[src/rtl/retardador.sv]
// Delayed clock divider: holds out_clk low for START_DELAY cycles after reset, then
// toggles every HALF_PERIOD cycles. Define RETARDADOR_PULSE_EN for a one-cycle pulse per period.
module retardador #(
   parameter int HALF_PERIOD = 2,
   parameter int START_DELAY = 0
) (
   input  logic clk,
   input  logic reset,
   output logic out_clk
);

   // state   | meaning
   // ST_WAIT | start delay running, out_clk held low
   // ST_RUN  | half-period counter running, out_clk toggling

   localparam int MAXV = (HALF_PERIOD > START_DELAY) ? HALF_PERIOD : START_DELAY;
   localparam int CW   = $clog2(MAXV + 1);

   localparam logic [CW-1:0] HALF_LAST  = CW'(HALF_PERIOD - 1);
   localparam logic [CW-1:0] DELAY_LAST = (START_DELAY > 0) ? CW'(START_DELAY - 1) : '0;

   generate
      if (HALF_PERIOD < 1) begin : g_bad_half
         $error("retardador: HALF_PERIOD must be >= 1");
      end
      if (START_DELAY < 0) begin : g_bad_delay
         $error("retardador: START_DELAY must be >= 0");
      end
   endgenerate

   typedef enum logic {
      ST_WAIT = 1'b0,
      ST_RUN  = 1'b1
   } state_t;

   // With no start delay there is nothing to wait for, so reset lands directly in RUN.
   localparam state_t ST_RESET = (START_DELAY == 0) ? ST_RUN : ST_WAIT;

   state_t        state, state_nxt;
   logic [CW-1:0] delay_cnt, delay_nxt;
   logic [CW-1:0] half_cnt, half_nxt;
   logic          wave, wave_nxt;
   logic          out_nxt;
   logic          half_done;

   always_ff @(posedge clk or posedge reset) begin
      if (reset) begin
         state     <= ST_RESET;
         delay_cnt <= '0;
         half_cnt  <= '0;
         wave      <= 1'b0;
         out_clk   <= 1'b0;
      end else begin
         state     <= state_nxt;
         delay_cnt <= delay_nxt;
         half_cnt  <= half_nxt;
         wave      <= wave_nxt;
         out_clk   <= out_nxt;
      end
   end

   always_comb begin
      state_nxt = state;
      delay_nxt = delay_cnt;
      half_nxt  = half_cnt;
      wave_nxt  = wave;
      half_done = (half_cnt == HALF_LAST);

      case (state)
         ST_WAIT: begin
            if (delay_cnt == DELAY_LAST) begin
               state_nxt = ST_RUN;
               delay_nxt = '0;
               half_nxt  = '0;
            end else begin
               delay_nxt = delay_cnt + CW'(1);
            end
         end
         ST_RUN: begin
            // Wrap and toggle share an edge so the period is exactly 2*HALF_PERIOD.
            if (half_done) begin
               half_nxt = '0;
               wave_nxt = ~wave;
            end else begin
               half_nxt = half_cnt + CW'(1);
            end
         end
         default: begin
            state_nxt = ST_RESET;
            delay_nxt = '0;
            half_nxt  = '0;
            wave_nxt  = 1'b0;
         end
      endcase

`ifdef RETARDADOR_PULSE_EN
      // High for the one cycle after each edge where the square wave would rise.
      out_nxt = (state == ST_RUN) && half_done && !wave;
`else
      out_nxt = wave_nxt;
`endif
   end

endmodule

[config.mk]
export PLATFORM = sky130hd
export DESIGN_NAME = retardador
export DESIGN_NICKNAME = d
export VERILOG_FILES = /design/src/rtl/retardador.sv
export SDC_FILE = /design/constraint.sdc
export NUM_CORES = 1
export LEC_CHECK = 0
export ABC_AREA = 1
export ABC_CLOCK_PERIOD_IN_PS = 2270
export BUFFER_PORTS_ARGS = -buffer_cell sky130_fd_sc_hd__buf_4
export CORE_AREA = 5 5 42 44
export CTS_BUF_LIST = sky130_fd_sc_hd__clkbuf_8
export DETAILED_ROUTE_END_ITERATION = 10
export DIE_AREA = 0 0 47 49
export PLACE_DENSITY = 0.45
export RECOVER_POWER = 50
export SYNTH_ARGS = -nofsm -noshare
export SYNTH_HDL_FRONTEND = slang
export SYNTH_SLANG_ARGS = --single-unit
[constraint.sdc]
create_clock -name clk -period 2.27 [get_ports clk]
set_clock_uncertainty 0.1 [all_clocks]
set_input_delay 0.454 -clock clk [delete_from_list [all_inputs] [get_ports clk]]
set_output_delay 0.454 -clock clk [all_outputs]
set_load 0.02 [all_outputs]
==> results of run 1 <==
## routing by layer
layer | up-vias | global-route usage [%] | routed length, um
met5 | - | 0 | 0
met4 | 0 | 1.38 | 0
met3 | 0 | 6.64 | 49
met2 | 5 | 5.43 | 177
met1 | 92 | 5.15 | 182
li1 | 100 | - | -
## state kept, by name, indices dropped and copies added (netlist names)
signal / count
delay_cnt: 2
wave: 1
state: 1
half_cnt: 2
## area by class of cell
cell class / count / area share (%)
clock buffer: 3 / 11.6
clock inverter: 1 / 1.06
inverter: 8 / 8.45
multi-input combinational: 16 / 26.4
sequential: 6 / 42.6
tap: 16 / 5.63
timing repair buffer: 2 / 4.23
## cells by family after synthesis
kind of cell	after synthesis	share of synthesized area, %
AO/OA/AOI/OAI	4	10.0
adder cells (fa/ha/maj)	2	9.09
buffers and inverters	8	10.9
AND/OR/NAND/NOR	10	15.0
flip-flops	6	55.0
## where the power goes
group | switching, mW | total, mW | internal, mW
combinational | 0.00218 | 0.00329 | 0.00111
sequential | 0 | 0.108 | 0.108
clock | 0.0498 | 0.166 | 0.116
## worst reg2reg max path, delay by kind of cell, from the launching register on
kind	cells	cell delay, ps
AOI/OAI and AO/OA	1	60
adders and majority gates	1	220
buffers and inverters	1	80
DFF	1	370
and+or+nand+nor	1	70
## synthesized netlist by cell type, drive strengths merged
cell type | number | area, um2
a21oi | 1 | 8.76
dfstp | 1 | 26.3
o21ai | 3 | 18.8
ha | 2 | 25.0
nand3 | 1 | 5.00
nor2 | 1 | 3.75
inv | 8 | 30.0
dfrtp | 5 | 125
nand2 | 8 | 32.5
## metrics by stage
step | cells | cell area, um2
after floorplan | 30 | 275
after global placement | 48 | 310
after detailed placement | 48 | 310
final | 52 | 355
after global routing | 52 | 355
after CTS | 52 | 355
## worst max path at each step
| stage | slack [ps] | depth (start not counted) | end |
|---|---|---|---|
| 6_report | 950 | 1 | out_clk |
| 5_1_grt | 920 | 1 | out_clk |
| 4_1_cts | 940 | 1 | out_clk |
| 3_5_place_dp | 1190 | 1 | out_clk |
| 3_3_place_gp | 1190 | 1 | out_clk |
| 2_1_floorplan | 1280 | 0 | out_clk |
==> impl_metrics.ini, run 1 <==
[run_status]
status = complete, no violations

[detailed_routing]
drt-pass1-iter-count = 2
wl_per_cell_um = 7.85
finalWirelength_um = 408
routed-via-count = 197
antenna_left = 0
drt-initial-drc-count = 5
drc_errors = 0
post_drt_via_cell_ratio = 3.79

[grt]
grt-ovfl-total = 0
grt_pass1_wl_um = 710
grtUsageTotal_pct = 4.82
antenna_found_initial = 0
grt_max_degree = 7
grt_pass1_vias = 179

[die]
core-area_um2 = 1400
die_x_um = 47
dieArea_um2 = 2300
fp.dieH_um = 49
row_count = 14
ios = 3
initial_core_util_pct = 19.6

[finish]
fin_util_pct = 25.4
fillers = 165
layout_common_cells = 8 x inv_1, 7 x nand2_1, 5 x dfrtp_1
antennaDiodeCount = 0
multi_input_area_um2 = 93.8
nets = 41
layout_commonest_cell = inv_1
seqCellArea_um2 = 151
layout-drive-gt1-share_pct = 27.8
area_delta_synth_final_pct = 29.1

[synthesis]
synthCells = 30
yosysUniqueCellTypes = 12
ys_seq_elements = 6
synth.cell_area_um2 = 275
yosysWarningCount = 0
synth_area_per_cell_um2 = 9.18
ys_seq_area_share_pct = 55.0
syn-num-nets = 34

[sta]
rsz0062_at_grt = no
fin_crit_ps = 1320
worst-slew-pin-transition_ps = 232
slew_headroom_pct = 84.5
worst_slack_ps = 950
fmax_mhz = 758
setup_violations = 0
holdWs_ps = 46.6
finalHoldViolCount = 0
finalCritPeriodShare_pct = 58.1
tns_ps = 0
maxSlewViolCount = 0

[worst_setup_path]
r2r_start = delay_cnt[1]
critPathLaunch = wave
reg2reg_slack_ps = 1260
worstPathCellList = buf_4
worst-setup-path-type = register to output port
crit_path_max_incr_delay_ps = 380
critPathBufInv = 1
cp.arrival_ps = 770
crit_required_ps = 1720
cp-start-kind = register
setup.worst_path.end_class = output port
path_delay_family = flip-flops
critPathSlowestCell = dfrtp_1
crit-reg2reg-capture = delay_cnt[1]
worstPathMaxFanout = 3
r2r.worst_path.cells = 4

[pwr]
ir_worst_vdd_mv = 0.377
power_density_nw_per_um2 = 780
total_power_mw = 0.277
p_leak_nw = 0.187

[cts]
hold_buffers = 0
cts.sinks = 6
post_cts_resized = 0
clk_pin_slew_ps = 40
cts_buffers = 3
clk_path_buf_depth = 2
htreeDepth = 1
post-cts-setup-buffer-count = 0
cts_tree = done
worstSkewPairLatency_ps = 220
root_buffer = clkbuf_8

[place]
gp_congestion = 0.592
dp_hpwl_um = 306
io_buffers = 2
pre_cts_ws_ps = 1190

[min_path]
hold_path.class = input port to async pin

[flow_run]
drv_cap = 0
Note: power is estimated with default switching activity, not from simulation.
==> run 2: changes to the inputs <==
Settings changed: ABC_AREA 1 to 0, ABC_CLOCK_PERIOD_IN_PS 2270 to 1140, PLACE_DENSITY 0.45 to 0.46.
Clock period 2.27 ns to 1.14 ns, I/O delays scaled along.
==> run 2 against run 1 <==
  * Setup slack worse by 940 ps
  * Sequential power up 98%
  * Clock power up 99%
  * Register-to-register slack worse by 1300 ps
  * Largest power group unchanged
  * Die area unchanged
  * Clock-buffer cell count unchanged
  * Cell area up 9.2%
  * Power up 100%
  * Combinational power rose to 2.8 times the previous value
==> impl_metrics.ini, run 2 <==
[die]
initial_core_util_pct = 19.8
dieArea_um2 = 2300
ios = 3
row_count = 14
fp.dieH_um = 49
die_x_um = 47
core-area_um2 = 1400

[synthesis]
ys_seq_area_share_pct = 54.5
synth_enable_flop_cells = 0
syn-num-nets = 24
yosysUniqueCellTypes = 11
synth_most_common_cell = dfrtp_1
synth.cell_area_um2 = 278
netlist_top_cells_count = 5 x dfrtp_1, 4 x inv_1, 2 x ha_1, 2 x mux2_2
synthCells = 20
synth_area_per_cell_um2 = 13.9
ys_seq_elements = 6
synth_ff_type = dfrtp_1
netlist.area_leader.share_pct = 45.0
synth_async_sr_flop_share_pct = 100
yosys.area.top_type = dfrtp_1
yosysWarningCount = 0
ys_top_cells_by_area = dfrtp_1 45%, dfstp_2 9.5%, ha_1 9.0%

[cts]
post-cts-setup-buffer-count = 0
cts_tree = done
htreeDepth = 1
clk_path_buf_depth = 2
clk_pin_slew_ps = 40
worstSkewPairLatency_ps = 230
root_buffer = clkbuf_8
cts.sinks = 6
cts_buffers = 3

[finish]
layout-drive-gt1-share_pct = 50.0
area_delta_synth_final_pct = 39.6
fin_util_pct = 27.7
top_regs = delay_cnt: 2 flops, half_cnt: 2 flops
layout_commonest_cell = dfrtp_1
fin_cells = 44
final_area_um2 = 388
fillers = 152
nets = 33
layout_common_cells = 5 x dfrtp_1, 3 x inv_1, 3 x clkbuf_8
antennaDiodeCount = 0

[detailed_routing]
routed-via-count = 169
post_drt_via_cell_ratio = 3.84
wl_per_cell_um = 9.39
drt-pass1-iter-count = 1
drt-initial-drc-count = 0
antenna_left = 0
finalWirelength_um = 413
drc_errors = 0

[grt]
grt_pass1_wl_um = 752
grt_max_degree = 7
grt_pass1_vias = 196
grt-ovfl-total = 0
grtUsageTotal_pct = 5.09
antenna_found_initial = 0

[flow_run]
drv_cap = 0

[sta]
finalHoldViolCount = 0
fmax_mhz = 883
finalCritPeriodShare_pct = 99.3
worst-slew-pin-transition_ps = 228
holdWs_ps = 368
fin_crit_ps = 1130
slew_headroom_pct = 84.8
tns_ps = 0
rsz0062_at_grt = yes
setup_violations = 0
maxSlewViolCount = 0

[run_status]
status = complete, no violations

[worst_setup_path]
cp-start-kind = register
worstPathMaxFanout = 5
crit_path_max_incr_delay_ps = 570
setup.worst_path.end_class = register
cp.arrival_ps = 1140
crit_required_ps = 1150
path_delay_family = flip-flops
critPathSlowestCell = dfstp_2
worstPathCellList = mux2_2
critPathBufInv = 0
worst-setup-path-type = register to register

[pwr]
seqPwrFrac_pct = 38.7
intPower_mw = 0.451
switching_share_pct = 18.6
p_leak_nw = 0.191
power_density_nw_per_um2 = 1430
ir_worst_vdd_mv = 0.687
comb_power_share_pct = 1.6
p_clk_share_pct = 59.6
p_sw_mw = 0.103

[place]
dp_cells = 39
gp_congestion = 0.694
dp_hpwl_um = 311
io_buffers = 2
place_area_um2 = 320

[min_path]
hold_path.class = input port to async pin
## run 2: routing by layer
layer / global-route usage, % / up-vias / part of all wire [%]
li1: - / 80 / -
met1: 4.45 / 80 / 36
met2: 7.01 / 6 / 48
met3: 2.21 / 3 / 8.2
met4: 6.91 / 0 / 6.8
met5: 0 / - / 0
## run 2: area by class of cell
type                    count  area (um2)  share of cell area, %
multi-input cells          10         124                   31.9
flip-flops and latches      6         151                   39.0
clock buffers               3        41.3                   10.6
clock inverters             1        3.75                  0.968
inverters                   4        15.0                   3.87
repair buffers              4        32.5                   8.39
well taps                  16        20.0                   5.16
## run 2: logic make-up (layout without fill, tap and decap cells)
| group | Yosys count | in the layout | synth area share (%) |
|---|---|---|---|
| XOR/XNOR | 1 | 1 | 3.15 |
| multiplexers | 4 | 4 | 19.8 |
| AND/OR/NAND/NOR | 3 | 3 | 8.11 |
| adder cells (fa/ha/maj) | 2 | 2 | 9.01 |
| flip-flops | 6 | 6 | 54.5 |
| buffers and inverters | 4 | 12 | 5.40 |
## run 2: path summary, 6_finish.rpt
kind,end,from,slack [ps],depth (start not counted)
setup / recovery,delay_cnt[0],state,7,1
hold reg to reg,wave,wave,380,1
max in group asynchronous,state,reset,310,3
setup reg to reg,delay_cnt[0],state,7,1
hold / removal,delay_cnt[1],reset,370,3
min in group clk,wave,wave,380,1
## run 2: through the flow
step | setup WS [ps] | power [mW]
after floorplan | 33.1 | 0.220
after global placement | 0.685 | 0.224
after detailed placement | -9.25 | 0.224
after CTS | 3.22 | 0.570
after global routing | -16.4 | 0.581
final | 7.46 | 0.553
## run 2: repair_timing
item                       4_1_cts  5_1_grt
hold endpoints to repair         5        0
gates resized for setup          2        1
hold buffers                     1        0
gates cloned                     0        0
setup endpoints to repair        2        3
## run 2: power groups by stage
stage                     clock, mW  sequential (mW)  combinational, mW
final                         0.330            0.214            0.00905
after CTS                     0.346            0.214            0.00987
after floorplan                   0            0.217            0.00337
after detailed placement          0            0.217            0.00723
after global placement            0            0.217            0.00703
after global routing          0.356            0.214             0.0106
